`config.mk`:
```
export PLATFORM = sky130hd
export DESIGN_NAME = fetch_queue
export DESIGN_NICKNAME = d
export VERILOG_FILES = /design/src/rtl/fetch_queue.sv
export SDC_FILE = /design/constraint.sdc
export NUM_CORES = 1
export LEC_CHECK = 0
export CORE_UTILIZATION = 40
export CTS_CLUSTER_SIZE = 24
export DETAILED_ROUTE_END_ITERATION = 8
export GPL_TIMING_DRIVEN = 0
export HOLD_SLACK_MARGIN = 0.06
export SLEW_MARGIN = 20
export SYNTH_ARGS = -nofsm -noshare
export SYNTH_HDL_FRONTEND = slang
export SYNTH_SLANG_ARGS = --single-unit
export TNS_END_PERCENT = 5
```
`constraint.sdc`:
```
create_clock -name clock -period 4.3 [get_ports clock]
set_clock_uncertainty 0.15 [all_clocks]
set_input_delay 0.645 -clock clock [delete_from_list [all_inputs] [get_ports clock]]
set_output_delay 0.645 -clock clock [all_outputs]
set_load 0.01 [all_outputs]
```
`src/rtl/fetch_queue.sv`:
```
// Instruction fetch queue: issues sequential fetches to a fixed-latency memory,
// tracks them in a valid/address pipe and buffers responses in a small FIFO.
module fetch_queue #(
   parameter int               XLEN        = 32,
   parameter int               DEPTH       = 4,
   parameter int               MEM_LATENCY = 2,
   parameter logic [XLEN-1:0]  RESET_ADDR  = '0
) (
   input  logic                       clock,
   input  logic                       reset,
   input  logic                       stall,
   input  logic                       redirect,
   input  logic [XLEN-1:0]            redirect_addr,
   output logic                       imem_req,
   output logic [XLEN-1:0]            imem_addr,
   input  logic [XLEN-1:0]            imem_rdata,
   output logic                       out_valid,
   output logic [XLEN-1:0]            out_instr,
   output logic [XLEN-1:0]            out_addr,
   output logic [$clog2(DEPTH):0]     level
);

   localparam int              PW      = $clog2(DEPTH);
   localparam int              LW      = PW + 1;
   localparam logic [LW-1:0]   DEPTH_L = LW'(DEPTH);

   logic [XLEN-1:0]                   pc;
   logic [MEM_LATENCY-1:0]            vld_pipe;
   logic [MEM_LATENCY-1:0][XLEN-1:0]  addr_pipe;
   logic [DEPTH-1:0][XLEN-1:0]        buf_instr;
   logic [DEPTH-1:0][XLEN-1:0]        buf_addr;
   logic [PW-1:0]                     rd_ptr;
   logic [PW-1:0]                     wr_ptr;
   logic [LW-1:0]                     inflight;
   logic [LW:0]                       occupancy;
   logic                              push;
   logic                              pop;

   assign push      = vld_pipe[MEM_LATENCY-1];
   assign out_valid = (level != '0);
   assign pop       = out_valid & ~stall;
   assign out_instr = buf_instr[rd_ptr];
   assign out_addr  = buf_addr[rd_ptr];
   assign imem_addr = pc;

   always_comb begin
      inflight = '0;
      for (int i = 0; i < MEM_LATENCY; i++)
         inflight = inflight + LW'(vld_pipe[i]);
   end

   // Reserve a buffer slot for every outstanding request so a response can never find the buffer full.
   assign occupancy = {1'b0, level} + {1'b0, inflight} - (LW+1)'(pop);
   assign imem_req  = reset & ~redirect & (occupancy < {1'b0, DEPTH_L});

   always_ff @(posedge clock or negedge reset) begin
      if (!reset) begin
         pc        <= RESET_ADDR;
         vld_pipe  <= '0;
         addr_pipe <= '0;
         buf_instr <= '0;
         buf_addr  <= '0;
         rd_ptr    <= '0;
         wr_ptr    <= '0;
         level     <= '0;
      end else if (redirect) begin
         pc       <= redirect_addr;
         vld_pipe <= '0;
         rd_ptr   <= '0;
         wr_ptr   <= '0;
         level    <= '0;
      end else begin
         if (imem_req)
            pc <= pc + XLEN'(4);
         vld_pipe[0]  <= imem_req;
         addr_pipe[0] <= pc;
         for (int i = 1; i < MEM_LATENCY; i++) begin
            vld_pipe[i]  <= vld_pipe[i-1];
            addr_pipe[i] <= addr_pipe[i-1];
         end
         if (push) begin
            buf_instr[wr_ptr] <= imem_rdata;
            buf_addr[wr_ptr]  <= addr_pipe[MEM_LATENCY-1];
            wr_ptr            <= wr_ptr + PW'(1);
         end
         if (pop)
            rd_ptr <= rd_ptr + PW'(1);
         case ({push, pop})
            2'b10:   level <= level + LW'(1);
            2'b01:   level <= level - LW'(1);
            default: ;
         endcase
      end
   end

   no_overflow: assert property (@(posedge clock) disable iff (!reset)
      !(push && !redirect && !pop && level == DEPTH_L));

endmodule
```
==> impl_metrics.toml, run 1 <==
[yosys]
synthCells = 1046
synth_seq_cells = 361
synth-edff-count = 0
ys_seq_area_share_pct = 57.0
synthArstFlopShare_pct = 100
ys.flop_type = "dfrtp_1"
avgSynthCellArea_sq_um = 15.2
synth_nets = 1123
ys_warn_count = 0
netlist_area_sq_um = 15900
synthDistinctLibCells = 56

[clocking]
htree_levels = 2
numCtsBuffers = 41
cts_tree = "built"
clkSinkCount = 361
clockBufferDepth = 3
clk_pin_slew_ns = 0.06
clockRootBuffer = "clkbuf_16"
clock_latency_ns = 0.56

[grt]
grt_pass1_vias = 10112
grt_max_degree = 88
antenna_found_initial = 1
track_usage_pct = 18.7
grt_pass1_wl_um = 59000
grt_overflow_total = 0

[worst_setup_path]
cp.required_ns = 3.50
cp-start-kind = "flip-flop"
crit_arrival_ns = 3.34
cp_max_fo = 7
worstSetupEndpointType = "primary output"
crit_type = "flip-flop to primary output"

[timing]
slew_headroom_pct = 41.2
fmax_mhz = 242
rsz0062_at_grt = "false"
post-route-min-period_ns = 4.13
finalHoldViolCount = 0
worstMarginPinSlew_ns = 0.882
setup_viol = 0
worst_slack_ns = 0.168
fin_crit_sh_pct = 96.1
fin_tns_setup_ns = 0
slew_violations = 0

[placement]
place_area_sq_um = 18300
dp_hpwl_um = 24800
place.gp.congestion = 0.835
port_buffers = 168
place_ws_ns = -0.0516

[final_layout]
antennaDiodeCount = 0
area_growth_syn_to_layout_pct = 24.7
drive_gt1_share_pct = 38.1
nFillCells = 3369
fin_nets = 1341
layout_commonest_cell = "dfrtp_1"
design_area_sq_um = 19800
most-common-layout-cells = "dfrtp_1 (361), mux2_2 (314), clkdlybuf4s50_1 (167)"

[power]
power_per_cell_area_nw_per_um2 = 591
power_w = 0.0117
max-vdd-ir-drop_v = 0.000254
p_leak_nw = 8.71

[routing]
drt_iter0_drc = 411
postRouteAntennaNets = 0
drt_pre_antenna_iters = 4
via_per_inst = 5.34
drc = 0
drt-total-wl_um = 36500
vias = 9689
wl_per_cell_um = 20.1

[floorplan]
rows = 72
start_util_pct = 40.8
coreArea_sq_um = 38900
die-area_sq_um = 40400
die_h_um = 201
die_x_um = 201
io_pins = 169

[flow_run]
drv_cap = 0

[outcome]
status = "finished clean"

[worst_hold_path]
hp-class = "flip-flop to flip-flop"
[state kept, by name, indices dropped and copies added, names as in the netlist]
register / flops
addr_pipe: 64
wr_ptr: 2
buf_addr: 128
rd_ptr: 2
vld_pipe: 2
level: 3
buf_instr: 128
imem_addr: 32
[cell type report]
type | count | area, sq um | share of cell area [%]
Inverter | 10 | 37.5 | 0.190
Clock inverter | 12 | 189 | 0.955
Buffer | 64 | 293 | 1.48
Tap cell | 518 | 648 | 3.28
Clock buffer | 62 | 1210 | 6.14
Sequential cell | 361 | 9030 | 45.7
Multi-Input combinational cell | 611 | 6540 | 33.1
Timing Repair Buffer | 175 | 1820 | 9.21
[cells in the mapped netlist, types with 4 or more instances]
library cell / count / share of area (%)
a311oi_1: 4 / 0.22
nor2_1: 30 / 0.71
and4_1: 4 / 0.22
inv_1: 9 / 0.21
mux4_2: 64 / 9.1
dfrtp_1: 361 / 57
or4_1: 12 / 0.57
mux2_2: 314 / 22
nand4_1: 11 / 0.43
buf_1: 11 / 0.26
a31oi_1: 21 / 0.83
nand2_1: 35 / 0.83
or3_1: 10 / 0.39
buf_2: 27 / 0.85
o21ai_1: 4 / 0.13
o21ai_0: 15 / 0.47
ha_1: 8 / 0.63
xnor2_1: 8 / 0.44
clkbuf_1: 23 / 0.54
o31ai_1: 9 / 0.43
nand3_1: 13 / 0.41
[repair_timing]
item                                    CTS  global route
pin swaps                                 1             3
hold buffers                              1             0
gates cloned                              0             0
resized for setup                         6             4
endpoints found under the hold margin    68             0
endpoints found under the setup margin    1             1
setup buffers                             1             1
[per-layer routing]
layer  up-vias  global-route usage (%)  wire (um)  part of all wire [%]
met1      5045                    26.6      17000                    47
met4         2                    4.61        659                   1.8
li1       4376                       -          -                     -
met5         -                       0         12                 0.033
met3        48                    4.28       1880                   5.1
met2       218                    29.0      16900                    46
[path summary, 6_finish.rpt]
check,cells past startpoint,slack [ns],start,to
min in group asynchronous,2,0.50,reset,buf_instr[56]
worst max-delay path,9,0.17,level[2],imem_req
worst min-delay path,2,0.33,addr_pipe[0],addr_pipe[0]
worst min register to register,2,0.33,addr_pipe[0],addr_pipe[0]
max in group asynchronous,4,2.32,reset,buf_addr[89]
worst max register to register,12,0.83,level[2],imem_addr[30]
[where the power goes]
| group | total, W | leakage [nW] | switching [W] | internal (W) |
|---|---|---|---|---|
| logic | 0.00352 | 3.35 | 0.00142 | 0.00210 |
| registers | 0.00459 | 4.67 | 0.000476 | 0.00412 |
| clock network | 0.00359 | 0.687 | 0.00139 | 0.00220 |
[metrics by stage]
step           util [%]  std cells  hold WS [ns]
2_1_floorplan         -       1046         0.199
3_3_place_gp       46.7       1732         0.313
3_5_place_dp       47.0       1736         0.318
4_1_cts            50.8       1812         0.335
5_1_grt            50.8       1813         0.360
6_report           50.8       1813         0.329
[worst max-delay path, cell delays in order, from the launching register on]
cell and delay [ns]:
dfrtp_1 0.43, buf_4 0.21, nor3_4 0.07, or3_1 0.34, ha_1 0.35, a21oi_4 0.25
and3_4 0.29, o31ai_4 0.11, nor2_2 0.18, clkdlybuf4s50_1 0.56
[cell families after synthesis]
logic type,count (synthesis),share of synthesized area (%)
compound gates,69,3.11
xor+xnor,11,0.608
buf+inv,74,2.06
simple gates,142,4.99
flops,361,57.0
fa+ha+maj,9,0.757
mux,380,31.5
Power figures use the tool's default switching activity.
==> inputs of run 2 (changes only) <==
--- a/config.mk
+++ b/config.mk
@@ -5,11 +5,14 @@
 export SDC_FILE = /design/constraint.sdc
 export NUM_CORES = 1
 export LEC_CHECK = 0
+export CAP_MARGIN = 5
 export CORE_UTILIZATION = 40
 export CTS_CLUSTER_SIZE = 24
 export DETAILED_ROUTE_END_ITERATION = 8
 export GPL_TIMING_DRIVEN = 0
 export HOLD_SLACK_MARGIN = 0.06
+export REMOVE_ABC_BUFFERS = 1
+export SKIP_CTS_REPAIR_TIMING = 1
 export SLEW_MARGIN = 20
 export SYNTH_ARGS = -nofsm -noshare
 export SYNTH_HDL_FRONTEND = slang
==> impl_metrics.toml, run 2 (same netlist as run 1, synthesis figures left out) <==
[outcome]
status = "finished clean"

[final_layout]
drive_gt1_share_pct = 38.2
most-common-layout-cells = "dfrtp_1 (359), mux2_2 (314), clkdlybuf4s50_1 (166)"
layout_commonest_cell = "dfrtp_1"
antennaDiodeCount = 0
area_growth_syn_to_layout_pct = 23.6
fin_nets = 1285
largestRegisters = "buf_addr x128, buf_instr x128, addr_pipe x64"
nFillCells = 3373

[worst_setup_path]
r2r-start = "level[2]"
crit_family = "simple AND/OR/NAND/NOR gates"
worstSetupEndpointType = "primary output"
crit_start = "level[2]"
crit_arrival_ns = 3.36
cp_max_fo = 8
crit_buf_inv = 1
crit_slowest_cell = "dfrtp_1"
critPathMaxStageDelay_ns = 0.58
path_cells = "nor3_4 -> or3_1 -> ha_1 -> a21oi_2 -> and3_2 -> o31ai_4 -> nor2_1 -> clkdlybuf4s50_1"
cp.required_ns = 3.50
cp-start-kind = "flip-flop"
crit_type = "flip-flop to primary output"

[power]
p_leak_nw = 8.65
power_per_cell_area_nw_per_um2 = 583
max-vdd-ir-drop_v = 0.000302

[grt]
track_usage_pct = 18.0
grt_overflow_total = 0
grt_pass1_wl_um = 56700
gr-usage-met3_pct = 3.01
grt_pass1_vias = 9862
grt_max_degree = 99
use_met2_pct = 28.1
grt-busiest-layer = "met2"
grt_use_met1_pct = 25.8
antenna_found_initial = 0

[timing]
finalHoldViolCount = 0
worst_slack_ns = 0.145
rsz0062_at_grt = "false"
slew_headroom_pct = 50.1
worstMarginPinSlew_ns = 0.748
slew_violations = 0
fin_crit_sh_pct = 96.6
timing.hold.ws_ns = 0.308
post-route-min-period_ns = 4.15
fmax_mhz = 241
setup_viol = 0

[flow_run]
drv_cap = 0

[routing]
drc = 0
drt-total-wl_um = 35000
vias = 9441
via_per_inst = 5.39
wl_per_cell_um = 20.0
postRouteAntennaNets = 0
drt_iter0_drc = 401
drt_pre_antenna_iters = 4

[floorplan]
die_x_um = 201
die-area_sq_um = 40400
die_h_um = 201
io_pins = 169
rows = 72
coreArea_sq_um = 38900
start_util_pct = 40.8

[clocking]
clkSinkCount = 361
clockRootBuffer = "clkbuf_16"
clk_pin_slew_ns = 0.06
cts_tree = "built"
htree_levels = 2
clock_latency_ns = 0.55
clockBufferDepth = 3
numCtsBuffers = 41

[placement]
dp_hpwl_um = 21900
place.gp.congestion = 0.742
place_ws_ns = -0.0409
port_buffers = 168

[worst_hold_path]
hp-start = "redirect"
hp-class = "input port to flip-flop"
-- run 2: changes by cell type in the layout (fill, tap and decap cells not counted), moves of 2 or more --
| cell | previous run | this run |
|---|---|---|
| buf_2 | 26 | 0 |
| clkbuf_1 | 33 | 13 |
| buf_1 | 10 | 0 |
| buf_16 | 4 | 10 |
| clkbuf_8 | 11 | 5 |
| buf_4 | 5 | 1 |
| nand2_1 | 35 | 31 |
| nand2_4 | 0 | 4 |
| buf_12 | 0 | 2 |
| clkinv_8 | 2 | 0 |
| dfrtp_1 | 361 | 359 |
| dfrtp_4 | 0 | 2 |
-- run 2: cell type report --
| class | instances | area [sq um] | area share (%) |
|---|---|---|---|
| clock buffer | 59 | 1140 | 5.83 |
| clock inverter | 10 | 134 | 0.683 |
| inverter | 10 | 38.8 | 0.198 |
| multi-input combinational | 611 | 6560 | 33.5 |
| sequential | 361 | 9040 | 46.1 |
| tap | 518 | 648 | 3.31 |
| timing repair buffer | 183 | 2040 | 10.4 |
-- run 2: worst paths after layout --
path | to | slack (ns) | cells past startpoint
min | addr_pipe[1] | 0.31 | 3
max in group asynchronous | buf_addr[42] | 2.37 | 4
max reg2reg | imem_addr[28] | 0.91 | 9
min reg2reg | addr_pipe[6] | 0.33 | 1
max | imem_req | 0.15 | 8
min in group asynchronous | buf_instr[10] | 0.43 | 2
-- run 2: per-stage QoR --
| stage | instances | TNS (ns) | area [sq um] | util (%) | power [W] |
|---|---|---|---|---|---|
| floorplan | 982 | 0 | 15600 | - | 0.00650 |
| global placement | 1668 | -6572.53 | 17900 | 46.0 | 0.00812 |
| detailed placement | 1681 | -0.0409 | 18300 | 47.0 | 0.00815 |
| CTS | 1750 | -0.312 | 19600 | 50.2 | 0.0116 |
| global route | 1752 | 0 | 19600 | 50.4 | 0.0121 |
| finish | 1752 | 0 | 19600 | 50.4 | 0.0114 |
-- run 2: tightest hold or removal path, stage by stage --
cell,delay (ns)
buf_6,0.17
nand2_1,0.08
nand2_1,0.05
-- run 2: report_power, final --
part / internal, W / leakage, nW / total, W / switching [W]
combinational: 0.00209 / 3.37 / 0.00343 / 0.00133
clock: 0.00202 / 0.619 / 0.00335 / 0.00133
sequential: 0.00412 / 4.66 / 0.00464 / 0.000523
-- run 2: metal layers --
layer / vias up / wire length, um / share of wire [%]
li1: 4247 / - / -
met1: 4946 / 16500 / 47
met2: 193 / 16300 / 47
met3: 55 / 1520 / 4.4
met4: 0 / 734 / 2.1
met5: - / 0 / 0
==> inputs of run 3 (changes only) <==
--- a/config.mk
+++ b/config.mk
@@ -7,14 +7,13 @@
 export LEC_CHECK = 0
 export CAP_MARGIN = 5
 export CORE_UTILIZATION = 40
+export CTS_CLUSTER_DIAMETER = 80
 export CTS_CLUSTER_SIZE = 24
 export DETAILED_ROUTE_END_ITERATION = 8
 export GPL_TIMING_DRIVEN = 0
-export HOLD_SLACK_MARGIN = 0.06
 export REMOVE_ABC_BUFFERS = 1
 export SKIP_CTS_REPAIR_TIMING = 1
 export SLEW_MARGIN = 20
 export SYNTH_ARGS = -nofsm -noshare
 export SYNTH_HDL_FRONTEND = slang
 export SYNTH_SLANG_ARGS = --single-unit
-export TNS_END_PERCENT = 5
==> impl_metrics.toml, run 3 (same netlist as run 1, synthesis figures left out) <==
[outcome]
status = "finished clean"

[grt]
grt_max_degree = 99
grt_pass1_wl_um = 55700
antenna_found_initial = 0
grt_pass1_vias = 9651
track_usage_pct = 17.4
grt_overflow_total = 0

[routing]
vias = 9312
wl_per_cell_um = 20.2
drc = 0
drt_pre_antenna_iters = 4
postRouteAntennaNets = 0
via_per_inst = 5.44
drt_iter0_drc = 405
drt-total-wl_um = 34600

[worst_hold_path]
hp-class = "input port to flip-flop"
hp-start = "redirect"
hold_depth = 3
holdPathEnd = "addr_pipe[1]"

[placement]
port_buffers = 168
place_ws_ns = -0.0409
place.gp.congestion = 0.742
dp_hpwl_um = 21900
placedCellCount = 1681

[clocking]
clkSinkCount = 361
clk_pin_slew_ns = 0.10
clockBufferDepth = 3
htree_levels = 1
clock_latency_ns = 0.53
numCtsBuffers = 20
clockRootBuffer = "clkbuf_16"
cts_tree = "built"

[worst_setup_path]
worstSetupEndpointType = "primary output"
regToRegEndpoint = "imem_addr[26]"
reg2reg_slack_ns = 0.86
cp_max_fo = 8
crit_start = "level[2]"
r2r-start = "level[2]"
crit_arrival_ns = 3.36
crit_type = "flip-flop to primary output"
cp-start-kind = "flip-flop"
cp.required_ns = 3.50
reg2regPathDepth = 8

[final_layout]
fin_nets = 1263
drive_gt1_share_pct = 37.0
most-common-layout-cells = "dfrtp_1 (359), mux2_2 (314), clkdlybuf4s50_1 (166)"
antennaDiodeCount = 0
layout_commonest_cell = "dfrtp_1"
fin_cells = 1711
largestRegisters = "buf_addr x128, buf_instr x128, addr_pipe x64"
area_growth_syn_to_layout_pct = 19.3

[timing]
fmax_mhz = 241
fin_crit_sh_pct = 96.5
slew_violations = 0
finalHoldViolCount = 0
slew_headroom_pct = 28.0
setup_viol = 0
post-route-min-period_ns = 4.15
worstMarginPinSlew_ns = 1.08
worst_slack_ns = 0.148

[floorplan]
die_x_um = 201
coreArea_sq_um = 38900
die_h_um = 201
die-area_sq_um = 40400
start_util_pct = 40.8
io_pins = 169
rows = 72

[flow_run]
drv_cap = 0

[power]
p_leak_nw = 8.32
power_per_cell_area_nw_per_um2 = 535
max-vdd-ir-drop_v = 0.000264
[run 3: how the worst max path moves through the flow]
stage,to,slack [ns],depth (start not counted)
floorplan,out_addr[0],0.22,1
global placement,imem_req,-13.90,4
detailed placement,imem_req,-0.04,8
CTS,imem_req,-0.30,9
global route,imem_req,-0.003,8
finish,imem_req,0.15,8
[run 3: cell type report]
| cell class | count | area (sq um) |
|---|---|---|
| fillers | 3429 | 20000 |
| multi-input cells | 611 | 6560 |
| clock inverters | 6 | 58.8 |
| clock buffers | 23 | 543 |
| repair buffers | 182 | 2020 |
| inverters | 10 | 38.8 |
| well taps | 518 | 648 |
| flip-flops and latches | 361 | 9040 |
[run 3: where the power goes]
part | switching (W) | total, W | leakage, nW | internal (W)
Sequential | 0.000522 | 0.00463 | 4.66 | 0.00411
Combinational | 0.00134 | 0.00343 | 3.36 | 0.00209
Clock | 0.00114 | 0.00206 | 0.297 | 0.000925
[run 3: critical path, cell delays in order (launching register included)]
cell             delay (ns)
dfrtp_1                0.60
nor3_4                 0.10
or3_1                  0.34
ha_1                   0.33
a21oi_2                0.31
and3_2                 0.35
o31ai_4                0.12
nor2_1                 0.12
clkdlybuf4s50_1        0.54
[run 3: metal layers]
layer	GRT usage, %	vias to the layer above	share of wire [%]
met5	0	-	0
met4	3.22	0	1.7
li1	-	4186	-
met3	2.06	32	3.6
met1	25.7	4926	48
met2	28.0	168	47
[run 3: stage by stage]
| stage | setup TNS (ns) | utilization, % | cell area (sq um) | hold slack [ns] | total power [W] |
|---|---|---|---|---|---|
| floorplan | 0 | - | 15600 | 0.199 | 0.00650 |
| global placement | -6572.53 | 46.0 | 17900 | 0.311 | 0.00812 |
| detailed placement | -0.0409 | 47.0 | 18300 | 0.316 | 0.00815 |
| CTS | -0.305 | 48.5 | 18900 | -0.185 | 0.0103 |
| global route | -0.00321 | 48.6 | 18900 | 0.314 | 0.0107 |
| finish | 0 | 48.6 | 18900 | 0.309 | 0.0101 |
